===== config.mk =====
export PLATFORM = sky130hd
export DESIGN_NAME = blake3_chunk_seq
export DESIGN_NICKNAME = d
export VERILOG_FILES = /design/src/rtl/blake3_chunk_seq.sv
export SDC_FILE = /design/constraint.sdc
export NUM_CORES = 2
export LEC_CHECK = 0
export CELL_PAD_IN_SITES_DETAIL_PLACEMENT = 1
export CELL_PAD_IN_SITES_GLOBAL_PLACEMENT = 1
export CORE_AREA = 10 10 716 718
export CTS_CLUSTER_SIZE = 10
export DETAILED_ROUTE_END_ITERATION = 10
export DIE_AREA = 0 0 726 728
export DONT_BUFFER_PORTS = 1
export GPL_TIMING_DRIVEN = 0
export PLACE_DENSITY_LB_ADDON = 0.1
export SYNTH_ARGS = -nofsm -noshare
export SYNTH_HDL_FRONTEND = slang
export SYNTH_SLANG_ARGS = --single-unit

===== constraint.sdc =====
create_clock -name Clk -period 2.9 [get_ports Clk]
set_clock_uncertainty 0.1 [all_clocks]
set_input_delay 0.58 -clock Clk [delete_from_list [all_inputs] [get_ports Clk]]
set_output_delay 0.58 -clock Clk [all_outputs]
set_load 0.02 [all_outputs]

===== src/rtl/blake3_chunk_seq.sv =====
// blake3_chunk_seq -- chunk sequencer in front of the HashGen compression core.
//
// Takes a chunk as a stream of 64-byte message blocks (valid/ready) and issues
// them one at a time to HashGen. Each block's output CV is chained into the next
// block's H input. The final CV is returned on a valid/ready result port.
//
// Ports:
//   Clk, Rst                   clock, synchronous active-high reset
//   Blk_Vld_I/Blk_Rdy_O        block handshake; Blk_Msg_I (m0 in [31:0]),
//                              Blk_Len_I (0..64), Blk_Last_I, Root_I (first block only)
//   Strt_O, BL_O, CS/CE/ROOT_flg_O, H_O, Msg_O   HashGen request side
//   Vld_I, H_I                 HashGen result side
//   Res_Vld_O/Res_Rdy_I, Res_H_O                 chunk result
//   Ovf_O                      sticky: chunk truncated at MAX_BLKS
//   Err_O                      sticky: HashGen timeout
//
// Optional feature: define HASH_TIMEOUT_EN to enable the WAIT-state watchdog
// (TIMEOUT_CYC cycles). Without it Err_O is tied low and WAIT waits forever.

`ifndef IV_0
`define IV_0 32'h6A09E667
`define IV_1 32'hBB67AE85
`define IV_2 32'h3C6EF372
`define IV_3 32'hA54FF53A
`define IV_4 32'h510E527F
`define IV_5 32'h9B05688C
`define IV_6 32'h1F83D9AB
`define IV_7 32'h5BE0CD19
`endif

module blake3_chunk_seq #(
  parameter int MAX_BLKS    = 16,
  parameter int TIMEOUT_CYC = 4096
) (
  input  logic         Clk,
  input  logic         Rst,
  input  logic         Blk_Vld_I,
  output logic         Blk_Rdy_O,
  input  logic [511:0] Blk_Msg_I,
  input  logic [6:0]   Blk_Len_I,
  input  logic         Blk_Last_I,
  input  logic         Root_I,
  output logic         Strt_O,
  output logic [31:0]  BL_O,
  output logic         CS_flg_O,
  output logic         CE_flg_O,
  output logic         ROOT_flg_O,
  output logic [255:0] H_O,
  output logic [511:0] Msg_O,
  input  logic         Vld_I,
  input  logic [255:0] H_I,
  output logic         Res_Vld_O,
  input  logic         Res_Rdy_I,
  output logic [255:0] Res_H_O,
  output logic         Ovf_O,
  output logic         Err_O
);

  localparam int IW = $clog2(MAX_BLKS);
  localparam logic [255:0] IV = {`IV_7, `IV_6, `IV_5, `IV_4, `IV_3, `IV_2, `IV_1, `IV_0};

  typedef enum logic [1:0] {S_IDLE, S_ISSUE, S_WAIT, S_RESULT} state_e;

  state_e         state_q, state_d;
  logic [255:0]   h_q, h_d, res_h_q, res_h_d;
  logic [511:0]   msg_q, msg_d;
  logic [6:0]     bl_q, bl_d;
  logic           cs_q, cs_d, ce_q, ce_d, root_q, root_d;
  logic           rlat_q, rlat_d, ovf_q, ovf_d;
  logic [IW-1:0]  idx_q, idx_d;
  logic           tmo;
  logic           last_idx, rsel;
  logic [6:0]     blen_sat;

`ifdef HASH_TIMEOUT_EN
  localparam int TW = (TIMEOUT_CYC > 1) ? $clog2(TIMEOUT_CYC) : 1;
  logic [TW-1:0] cnt_q, cnt_d;
  logic          err_q;

  // Counter restarts on every WAIT entry (ISSUE always precedes WAIT).
  assign tmo = (state_q == S_WAIT) && !Vld_I && (cnt_q == TW'(TIMEOUT_CYC - 1));

  always_comb begin
    cnt_d = cnt_q;
    if (state_q == S_ISSUE)     cnt_d = '0;
    else if (state_q == S_WAIT) cnt_d = cnt_q + 1'b1;
  end

  always_ff @(posedge Clk) begin
    if (Rst) begin
      cnt_q <= '0;
      err_q <= 1'b0;
    end else begin
      cnt_q <= cnt_d;
      err_q <= err_q | tmo;
    end
  end

  assign Err_O = err_q;
`else
  assign tmo   = 1'b0;
  assign Err_O = 1'b0;
`endif

  // State register
  always_ff @(posedge Clk) begin
    if (Rst) state_q <= S_IDLE;
    else     state_q <= state_d;
  end

  // Next-state logic
  always_comb begin
    state_d = state_q;
    case (state_q)
      S_IDLE:   if (Blk_Vld_I) state_d = S_ISSUE;
      S_ISSUE:  state_d = S_WAIT;
      S_WAIT: begin
        if (Vld_I)    state_d = ce_q ? S_RESULT : S_IDLE;
        else if (tmo) state_d = S_IDLE;
      end
      S_RESULT: if (Res_Rdy_I) state_d = S_IDLE;
      default:  state_d = S_IDLE;
    endcase
  end

  // Outputs decoded from state; ready is masked while reset is held.
  always_comb begin
    Blk_Rdy_O = (state_q == S_IDLE) && !Rst;
    Strt_O    = (state_q == S_ISSUE);
    Res_Vld_O = (state_q == S_RESULT);
  end

  // Datapath next-state
  assign last_idx = (idx_q == IW'(MAX_BLKS - 1));
  assign blen_sat = (Blk_Len_I > 7'd64) ? 7'd64 : Blk_Len_I;
  // Root is only taken from the first block of a chunk.
  assign rsel     = (idx_q == '0) ? Root_I : rlat_q;

  always_comb begin
    h_d     = h_q;
    res_h_d = res_h_q;
    msg_d   = msg_q;
    bl_d    = bl_q;
    cs_d    = cs_q;
    ce_d    = ce_q;
    root_d  = root_q;
    rlat_d  = rlat_q;
    ovf_d   = ovf_q;
    idx_d   = idx_q;
    case (state_q)
      S_IDLE: if (Blk_Vld_I) begin
        msg_d  = Blk_Msg_I;
        bl_d   = blen_sat;
        cs_d   = (idx_q == '0);
        ce_d   = Blk_Last_I | last_idx;
        rlat_d = rsel;
        root_d = (Blk_Last_I | last_idx) & rsel;
        if (last_idx && !Blk_Last_I) ovf_d = 1'b1;
      end
      S_WAIT: begin
        if (Vld_I) begin
          if (ce_q) begin
            res_h_d = H_I;
            h_d     = IV;
            idx_d   = '0;
          end else begin
            h_d     = H_I;
            idx_d   = idx_q + 1'b1;
          end
        end else if (tmo) begin
          // Abandon the chunk; next block starts a fresh one.
          h_d   = IV;
          idx_d = '0;
        end
      end
      default: ;
    endcase
  end

  always_ff @(posedge Clk) begin
    if (Rst) begin
      h_q     <= IV;
      res_h_q <= '0;
      msg_q   <= '0;
      bl_q    <= '0;
      cs_q    <= 1'b0;
      ce_q    <= 1'b0;
      root_q  <= 1'b0;
      rlat_q  <= 1'b0;
      ovf_q   <= 1'b0;
      idx_q   <= '0;
    end else begin
      h_q     <= h_d;
      res_h_q <= res_h_d;
      msg_q   <= msg_d;
      bl_q    <= bl_d;
      cs_q    <= cs_d;
      ce_q    <= ce_d;
      root_q  <= root_d;
      rlat_q  <= rlat_d;
      ovf_q   <= ovf_d;
      idx_q   <= idx_d;
    end
  end

  assign H_O        = h_q;
  assign Msg_O      = msg_q;
  assign BL_O       = {25'd0, bl_q};
  assign CS_flg_O   = cs_q;
  assign CE_flg_O   = ce_q;
  assign ROOT_flg_O = root_q;
  assign Res_H_O    = res_h_q;
  assign Ovf_O      = ovf_q;

endmodule


==> flow_summary.ini <==
[cts]
path_clk_slew_ns = 0.05
cts_sinks = 1042
cts_tree = built
cts_buffers = 160
clock_path_buffers = 4
postCtsSetupRepairBufs = 0
cts_htree_levels = 4
cts-root-buf = clkbuf_16
clkLatencyLatePin_ns = 0.80

[layout]
drive_above_1_share = 0.0924
instances_no_fill = 11900
nNetsFinal = 5828
fillers = 58600
multi_input_area_um2 = 12500
regArea_um2 = 20900
area_delta_synth_final_pct = 61.3
final_util = 0.114

[global_route]
grt_max_degree = 15
grt_pass1_vias = 36100
grt_pass1_wl_mm = 472
grt.overflow.total = 0
grt_use_total = 0.138
antenna_found_initial = 215

[placement]
gp_congestion = 0.871
place_hpwl_mm = 331
io_buffers = 0
placed_cells = 10800

[setup_path]
crit_slowest_cell = buf_2
cpMostUsedCell = buf_2
path_cells = buf_2 > and4b_1 > buf_4 > nor2_8 > buf_2 > buf_2 > nand3_1
endpoint_kind = register
crit_required_ns = 3.46
critPathMaxStageDelay_ns = 0.66
cp-start-kind = register
worstPathMaxFanout = 10
crit_type = register to register
crit_family = buffers and inverters
worst-path-buf-inv = 4
ff2ff_setup_slack_ns = 0.20
cp.arrival_ns = 3.27

[yosys]
syn_area_um2 = 35100
seq_area_frac_synth = 0.594
syn_inst = 4078
synth_edf_count = 0
yosys.area.top_type = dfxtp_1
ys_ff_latch = 1042
netlist_top_cells_area = dfxtp_1, nand2_1, a21oi_1
synth_warnings = 0
async_reset_ff_frac = 0
synth.avg_cell_area_um2 = 8.61
synth_top_area_share = 0.594
ys_types = 34
ys.flop_type = dfxtp_1

[min_path]
hold_class = input pin to register

[sta]
period_needed_ns = 2.70
grt_setup_unrepaired = false
slew_viol_final = 0
timing.hold.ws_ns = 0.211
max_slew.worst_pin.slew_ns = 1.29
hold_viol = 0
fmax_ghz = 0.370
finalSetupViolations = 0
finalCritPeriodShare = 0.931
max_slew_margin = 0.138

[detailed_routing]
drtAntennaViolNets = 0
drt_wl_total_mm = 385
viasPerCell = 2.94
drc = 0
first_pass_iters = 5
dr_total_vias = 34900
drtIter0Drc = 1675
wl_per_cell_um = 32.4

[die]
die_y_um = 728
die-area_um2 = 529000
rows = 259
die_width_um = 726
initial_core_util = 0.0707
core_area_um2 = 497000
io_pins = 1846

[power]
power_density_nw_per_um2 = 723
total_power_mw = 41.0
leakagePower_nw = 19.9
peakVddDrop_uv = 371

[job]
maxCapViolCount = 0

[status]
status = finished clean
==> path summary, 6_finish.rpt <==
kind                            startpoint  cells past startpoint      endpoint
worst max-delay path            state_q[0]                      7      H_O[128]
worst min-delay path                 Vld_I                      4  Res_H_O[201]
worst max register to register  state_q[0]                      7      H_O[128]
worst min register to register    idx_q[0]                      2      idx_q[0]
==> state kept, by name, summed over array words and instances (netlist names) <==
signal	cells
CS_flg_O	1
Ovf_O	1
rlat_q	1
ROOT_flg_O	1
Msg_O	512
CE_flg_O	1
bl_q	7
state_q	2
Res_H_O	256
idx_q	4
H_O	256
==> worst reg2reg max path: stages, from the launching register on <==
cell	delay [ns]
dfxtp_1	0.30
buf_2	0.26
and4b_1	0.24
buf_4	0.20
nor2_8	0.23
buf_2	0.66
buf_2	0.45
nand3_1	0.13
==> kinds of logic after synthesis <==
family / Yosys count / share of synthesized area
simple gates: 1768 / 0.197
flops: 1042 / 0.594
compound gates: 911 / 0.155
buf+inv: 353 / 0.0530
fa+ha+maj: 2 / 0.000712
mux: 1 / 0.000285
other cells: 1 / 0.000107
==> routing by layer <==
metal,global-route usage,vias up,part of all wire
met5,0,-,0.0011
met4,0.0321,64,0.026
met3,0.0586,456,0.10
met2,0.258,1612,0.52
met1,0.143,17300,0.35
li1,-,15500,-
==> synth_stat cells, types with 2 or more instances <==
cell      number
nand2_1     1602
dfxtp_1     1042
a21oi_1      672
a22o_1       230
buf_2        187
nand3_1      138
clkbuf_1      99
buf_4         31
buf_6         25
nand3b_1       8
buf_1          7
inv_1          4
nor2_1         4
a31oi_1        3
nand2b_1       3
and4b_1        2
ha_1           2
o21ai_0        2
or3_1          2
==> per-stage QoR <==
step / area [um^2] / TNS [ns] / setup slack [ns]
2_1_floorplan: 35200 / 0 / 0.803
3_3_place_gp: 43500 / -319.95 / -1.32
3_5_place_dp: 43600 / -282.75 / -1.20
4_1_cts: 56400 / 0 / 0.0180
5_1_grt: 56600 / 0 / 0.00330
6_report: 56700 / 0 / 0.199
==> what timing repair did <==
action	in CTS	in global routing
pin swaps	1	0
hold buffers	779	1
hold endpoints to repair	1036	1
resized for setup	8	2
endpoints found under the setup margin	298	7
==> final cells by class <==
type	count	area share
inverters	4	0.000265
repair buffers	780	0.138
flip-flops and latches	1042	0.368
well taps	6655	0.147
clock buffers	224	0.0801
plain buffers	348	0.0328
diodes	86	0.00380
clock inverters	35	0.00954
multi-input cells	2708	0.221
==> placed cells by master (no fill, tap or decap), types with 3 or more instances in the layout <==
cell type,count
nand2_1,1602
dfxtp_1,1041
dlygate4sd3_1,780
a21oi_1,672
a22o_1,230
buf_2,183
clkbuf_16,163
nand3_1,138
clkbuf_1,132
diode_2,86
buf_4,33
conb_1,26
buf_6,25
clkbuf_8,23
clkinv_2,13
bufinv_16,10
nand3b_1,8
buf_1,7
inv_1,4
nor2_1,4
clkbuf_4,3
nand2b_1,3
clkbuf_2,3
a31oi_1,3
clkinv_4,3
==> where the power goes <==
| part | leakage [nW] | internal, mW | total [mW] | switching [mW] |
|---|---|---|---|---|
| Clock | 2.48 | 11.7 | 20.0 | 8.26 |
| Combinational | 8.90 | 1.36 | 3.93 | 2.57 |
| Sequential | 8.49 | 15.0 | 17.1 | 2.10 |
No activity file was read; power rests on OpenSTA's default activity.
